===== src/rtl/pal_pkg.sv =====
// Shared definitions for the PAL configuration front-end: frame constants,
// loader state encoding and the chain-length helper.
package pal_pkg;

  localparam logic [7:0] HDR_BYTE_DEFAULT = 8'hA5;
  localparam logic [7:0] CRC8_POLY        = 8'h07;

  typedef enum logic [1:0] {
    ST_IDLE = 2'd0,
    ST_LOAD = 2'd1,
    ST_CRC  = 2'd2
  } pal_state_e;

  // Chain length of a PAL with N inputs, P product terms and M outputs.
  function automatic int pal_cfg_bits(input int n, input int m, input int p);
    return 2 * n * p + p * m;
  endfunction

endpackage


===== src/rtl/pal_crc8_serial.sv =====
// Bit-serial CRC-8 (no reflection, no final XOR), MSB-first input.
module pal_crc8_serial
  import pal_pkg::*;
(
  input  logic       clk,
  input  logic       res_n,
  input  logic       clr_i,
  input  logic       en_i,
  input  logic       bit_i,
  output logic [7:0] crc_o
);

  logic [7:0] crc_q;
  logic [7:0] crc_d;
  logic       fb;

  always_comb begin
    crc_d = crc_q;
    fb    = crc_q[7] ^ bit_i;
    if (clr_i) begin
      crc_d = 8'h00;
    end else if (en_i) begin
      crc_d = {crc_q[6:0], 1'b0} ^ (fb ? CRC8_POLY : 8'h00);
    end
  end

  always_ff @(posedge clk or negedge res_n) begin
    if (!res_n) begin
      crc_q <= 8'h00;
    end else begin
      crc_q <= crc_d;
    end
  end

  assign crc_o = crc_q;

endmodule


===== src/rtl/pal_cfg_loader.sv =====
// Framed, CRC-checked configuration loader that serialises the payload into
// the PAL shift chain and enables the PAL only after a clean image.
module pal_cfg_loader
  import pal_pkg::*;
#(
  parameter int         CFG_BITS = pal_cfg_bits(8, 7, 32),
  parameter logic [7:0] HDR_BYTE = HDR_BYTE_DEFAULT
) (
  input  logic       clk,
  input  logic       res_n,
  input  logic [7:0] in_data,
  input  logic       in_valid,
  output logic       in_ready,
  output logic       cfg_bit,
  output logic       cfg_shift,
  output logic       cfg_apply,
  output logic       busy,
  output logic       crc_err,
  output pal_state_e dbg_state
);

  // Stream handshake: a byte moves on a rising edge where in_valid && in_ready;
  // in_ready is a function of loader state only and never looks at in_valid.

  localparam int NBYTES = CFG_BITS / 8;
  localparam int BCW    = $clog2(NBYTES + 1);
  localparam logic [BCW-1:0] LAST_BYTE = BCW'(NBYTES - 1);

  pal_state_e     state_q, state_d;
  logic [BCW-1:0] byte_cnt_q, byte_cnt_d;
  logic [7:0]     sh_q, sh_d;
  logic [3:0]     sh_cnt_q, sh_cnt_d;
  logic           apply_q, apply_d;
  logic           crc_err_q, crc_err_d;

  logic           accept;
  logic           crc_clr;
  logic [7:0]     crc_val;

  assign in_ready  = (state_q inside {ST_IDLE, ST_LOAD, ST_CRC}) && (sh_cnt_q == 4'd0);
  assign accept    = in_valid && in_ready;
  assign cfg_shift = (sh_cnt_q != 4'd0);
  assign cfg_bit   = cfg_shift ? sh_q[7] : 1'b0;
  assign cfg_apply = apply_q;
  assign crc_err   = crc_err_q;
  assign busy      = (state_q != ST_IDLE);
  assign dbg_state = state_q;

  always_comb begin
    state_d    = state_q;
    byte_cnt_d = byte_cnt_q;
    sh_d       = sh_q;
    sh_cnt_d   = sh_cnt_q;
    apply_d    = apply_q;
    crc_err_d  = crc_err_q;
    crc_clr    = 1'b0;

    if (cfg_shift) begin
      sh_d     = {sh_q[6:0], 1'b0};
      sh_cnt_d = sh_cnt_q - 4'd1;
    end

    if (accept) begin
      unique case (state_q)
        ST_IDLE: begin
          // Only a header starts a frame; anything else is dropped silently.
          if (in_data == HDR_BYTE) begin
            state_d    = ST_LOAD;
            byte_cnt_d = '0;
            apply_d    = 1'b0;
            crc_err_d  = 1'b0;
            crc_clr    = 1'b1;
          end
        end
        ST_LOAD: begin
          sh_d       = in_data;
          sh_cnt_d   = 4'd8;
          byte_cnt_d = byte_cnt_q + BCW'(1);
          if (byte_cnt_q == LAST_BYTE) begin
            state_d = ST_CRC;
          end
        end
        ST_CRC: begin
          // Accepted only once the last payload bit has entered the CRC.
          state_d = ST_IDLE;
          if (in_data == crc_val) begin
            apply_d   = 1'b1;
            crc_err_d = 1'b0;
          end else begin
            apply_d   = 1'b0;
            crc_err_d = 1'b1;
          end
        end
        default: state_d = ST_IDLE;
      endcase
    end
  end

  always_ff @(posedge clk or negedge res_n) begin
    if (!res_n) begin
      state_q    <= ST_IDLE;
      byte_cnt_q <= '0;
      sh_q       <= 8'h00;
      sh_cnt_q   <= 4'd0;
      apply_q    <= 1'b0;
      crc_err_q  <= 1'b0;
    end else begin
      state_q    <= state_d;
      byte_cnt_q <= byte_cnt_d;
      sh_q       <= sh_d;
      sh_cnt_q   <= sh_cnt_d;
      apply_q    <= apply_d;
      crc_err_q  <= crc_err_d;
    end
  end

  pal_crc8_serial u_crc (
    .clk   (clk),
    .res_n (res_n),
    .clr_i (crc_clr),
    .en_i  (cfg_shift),
    .bit_i (cfg_bit),
    .crc_o (crc_val)
  );

endmodule


===== config.mk =====
export PLATFORM = sky130hd
export DESIGN_NAME = pal_cfg_loader
export DESIGN_NICKNAME = d
export VERILOG_FILES = /design/src/rtl/pal_pkg.sv /design/src/rtl/pal_crc8_serial.sv /design/src/rtl/pal_cfg_loader.sv
export SDC_FILE = /design/constraint.sdc
export NUM_CORES = 1
export LEC_CHECK = 0
export ABC_CLOCK_PERIOD_IN_PS = 6600
export CELL_PAD_IN_SITES_DETAIL_PLACEMENT = 0
export CELL_PAD_IN_SITES_GLOBAL_PLACEMENT = 1
export CORE_UTILIZATION = 46
export CTS_CLUSTER_SIZE = 14
export DETAILED_ROUTE_END_ITERATION = 12
export GPL_TIMING_DRIVEN = 0
export PLACE_DENSITY_LB_ADDON = 0.1
export SYNTH_ARGS = -nofsm -noshare
export SYNTH_HDL_FRONTEND = slang
export SYNTH_HIERARCHICAL = 1
export SYNTH_SLANG_ARGS = --single-unit

===== constraint.sdc =====
create_clock -name clk -period 6.6 [get_ports clk]
set_input_delay 1.32 -clock clk [delete_from_list [all_inputs] [get_ports clk]]
set_output_delay 1.32 -clock clk [all_outputs]
set_load 0.03 [all_outputs]

==> impl_summary.md <==
Run status
The run finished with clean final reports.

Synthesis
The average instance area after synthesis is between 9 and 10 um^2. The part of the Yosys area used for sequential elements is ~47%. The cell area after technology mapping is approximately 1700 um^2. The cell type contributing the most total cell area after synthesis is dfrtp_1. The post-synthesis sequential element count is 31. The share of the synthesized area in the top cell type is between 40 and 50%. Synthesis produced a netlist with a net count of around 190. During synthesis, Yosys emitted a total of 6 warnings. The share of flip-flops with an asynchronous set or reset after synthesis is between 90% and 100%.

The number of flops mapped to enable cells by yosys is 0. By area the synthesized netlist is led by dfrtp_1, xnor2_1, nand2_1. The number of distinct library cell variants in the gate-level netlist after synthesis is 38. The prevailing post-synth register cell is dfrtp_1. The post-synthesis cell count is 175.

Clock tree
The number of buffers created by CTS is 5. The number of cells upsized or downsized after cts is 0. The hold buffer count at cts is 0.

The clock passes through at most 2 buffers. The buffer type at the clock tree root is clkbuf_4. The post-CTS setup buffer count is 0. The clock tree from TritonCTS is done.

After clock tree synthesis, the clock-pin slew on the worst setup and hold paths is 0.11 ns. The clock latency at the later pin of the worst-skew pair is 0.34 ns. The H-tree depth is 2. The number of clock sinks seen by CTS is 31.

Critical path
STA classifies the critical path startpoint as a flop. The worst-path maximum fanout is 11. The kind of end point of the critical path is an output pin. The endpoint identified for the worst register-to-register timing path is u_crc/crc_o[2].

The worst setup path category is reg -> out. The endpoint required time on the critical path is 5.28 ns. The launching point of the worst reg2reg path is sh_cnt_q[0]. The worst register-to-register path has a depth of 8.

The register-to-register path setup slack is about 4.0 ns. STA puts the critical path data arrival time at 2.75 ns.

Placed design
The final RePlAce weighted congestion is roughly 0.8. The HPWL after detailed placement is about 2700 um. The post-placement cell count is around 240.

Buffers placed on the I/O ports in this run total 18.

Die
The core area is approximately 3400 um^2. The number of placement rows is 21. In this run the horizontal extent of the chip is approximately 62 um. The I/O pin total is 19. The die height is around 62 um.

The starting density of the core is between 40% and 50%. The total die area is around 3800 um^2.

Min path
The beginning of the worst hold path is cfg_apply. Counting instances, the worst hold path has a depth of 1. The worst hold path terminates at cfg_apply. The class of the tightest hold or removal check is reg -> reg.

Timing
At the pin with the least slew margin, the transition time is slightly below 0.7 ns. The final count of hold timing violations is 0. The relative slew slack is 54.0%. The highest clock frequency the design can meet is about 250 MHz. Adding up every negative setup slack in the final design gives 0 ns. The max-slew violation count is 0. The final period demand of the worst path is ~4 ns.

In the finished design, the share of the clock period the worst path needs comes to 61.6%. Setup repair after global routing left no endpoint under its margin. For the final database, setup skew stands at 0.0129 ns.

The worst hold slack is 0.501 ns. Setup violations remaining at the end of the flow were counted as 0.

Layout
The number of inserted diodes is 0. The most common library cell in the layout ignoring fill and taps is dfrtp_1. The post-layout net count is between 200 and 250. In the final layout, the multi-input gates occupy about 800 um^2. The filler cells instantiated in the layout total ~320. Measured on the finished design, the core utilization comes to roughly 57%.

Leaving out filler cells and counting taps, the final layout contains 247. Cells with a size suffix above 1 make up 8.96% of the layout. Relative to the synthesized area, the layout overhead comes to 17.3%. In the layout the commonest cells are dfrtp_1, nand2_1, nor2_1. Summing all flip-flop and latch instances after layout gives 776 um^2.

Route
After detailed routing, the number of remaining DRC violations is 0. The detailed-route via count is approximately 1400. After detailed routing, the average wire length per cell comes to about 15 um. For this run, the detailed router's first-pass iteration total came to 4. The wire length after detailed routing is 3700 um. Dividing the detail-routed via count by the number of cells gives approximately 5.6. The remaining antenna violation count after routing is 0. The detailed router finished its first iteration with 97 violations.

Global routing
The initial antenna violation count came to 0. Entering global routing, the biggest net connects 32 pins. The via count of the first global-routing pass is 1336. Summed over all layers, the global routing overflow is 0. The wire length of the first global-routing pass is between 5000 and 6000 um.

The global-route usage over all layers is a little over a fifth.

Power
Summing internal, switching and leakage power gives around 0.72 mW. The power per cell area is 373 nW/um^2. VDD sags by at most 0.172 mV.

For this design the static power due to leakage is between 0.8 and 0.9 nW.

Flow run
The number of maximum-capacitance violations is 0.
## report_power, final
| group | total [mW] | internal (mW) | switching (mW) | leakage, nW |
|---|---|---|---|---|
| clock network | 0.108 | 0.0396 | 0.0680 | 0.0347 |
| registers | 0.313 | 0.258 | 0.0552 | 0.394 |
| logic | 0.301 | 0.139 | 0.162 | 0.416 |
| total | 0.722 | 0.437 | 0.285 | 0.844 |
## per-stage QoR
step           worst slack, ns  cell area, um^2
4_1_cts                   2.48             1940
6_report                  2.53             1940
3_5_place_dp              2.87             1890
3_3_place_gp              2.92             1890
5_1_grt                   2.27             1940
2_1_floorplan             3.32             1650
## how the worst max path moves through the flow
stage                           start        to  depth (start not counted)
final                     sh_cnt_q[0]  in_ready                          7
after global routing      sh_cnt_q[0]  in_ready                          7
after CTS                 sh_cnt_q[0]  in_ready                          7
after detailed placement  sh_cnt_q[0]  in_ready                          7
after global placement    sh_cnt_q[0]  in_ready                          7
after floorplan           sh_cnt_q[0]  in_ready                          6
## per-layer routing
metal  routed length [um]  global-route usage, %  vias to the layer above  part of all wire [%]
met3                  143                   6.42                        2                   3.9
li1                     -                      -                      684                     -
met5                    0                      0                        -                     0
met1                 1660                   27.8                      663                    45
met2                 1880                   34.7                       28                    51
met4                   19                   8.89                        0                  0.51
## worst max-delay path, cell delays in order (launching register included)
cell and delay, ns:
dfrtp_1 0.37, inv_1 0.10, ha_1 0.25, nor3b_1 0.41, inv_1 0.10, clkbuf_1 0.27
a21oi_1 0.21, clkdlybuf4s50_1 0.70
## synth_stat cells (3+ instances only)
library cell	n
o31ai_1	4
clkbuf_1	5
nand3_1	8
o21ai_0	6
mux2i_1	5
and4bb_2	3
nor3_1	3
nand4_1	4
dfrtp_1	31
xnor2_1	10
or4_1	8
inv_1	8
a31oi_1	7
nor2_1	18
nand2_1	22
a21oi_1	5
## area by class of cell
class                           instances  share of cell area (%)
Sequential cell                        31                    40.1
Multi-Input combinational cell        127                    41.1
Clock buffer                            5                    1.94
Inverter                                9                    1.74
Clock inverter                          3                   0.775
Tap cell                               46                    2.97
Timing Repair Buffer                   18                    9.04
Buffer                                  8                    2.39
## registers in the layout, summed over array words and instances (netlist names)
name	count
cfg_apply	1
sh_cnt_q	4
u_crc/crc_o	8
sh_q	8
dbg_state	2
crc_err	1
byte_cnt_q	7
## logic make-up (layout without fill, tap and decap cells)
family / after synthesis / after routing / share of synthesized area, %
mux: 5 / 5 / 3.03
compound gates: 33 / 33 / 13.3
fa+ha+maj: 2 / 2 / 1.51
simple gates: 76 / 76 / 24.5
flops: 31 / 31 / 47.0
xor+xnor: 11 / 11 / 5.83
buf+inv: 17 / 43 / 4.85
Power figures use the tool's default switching activity.
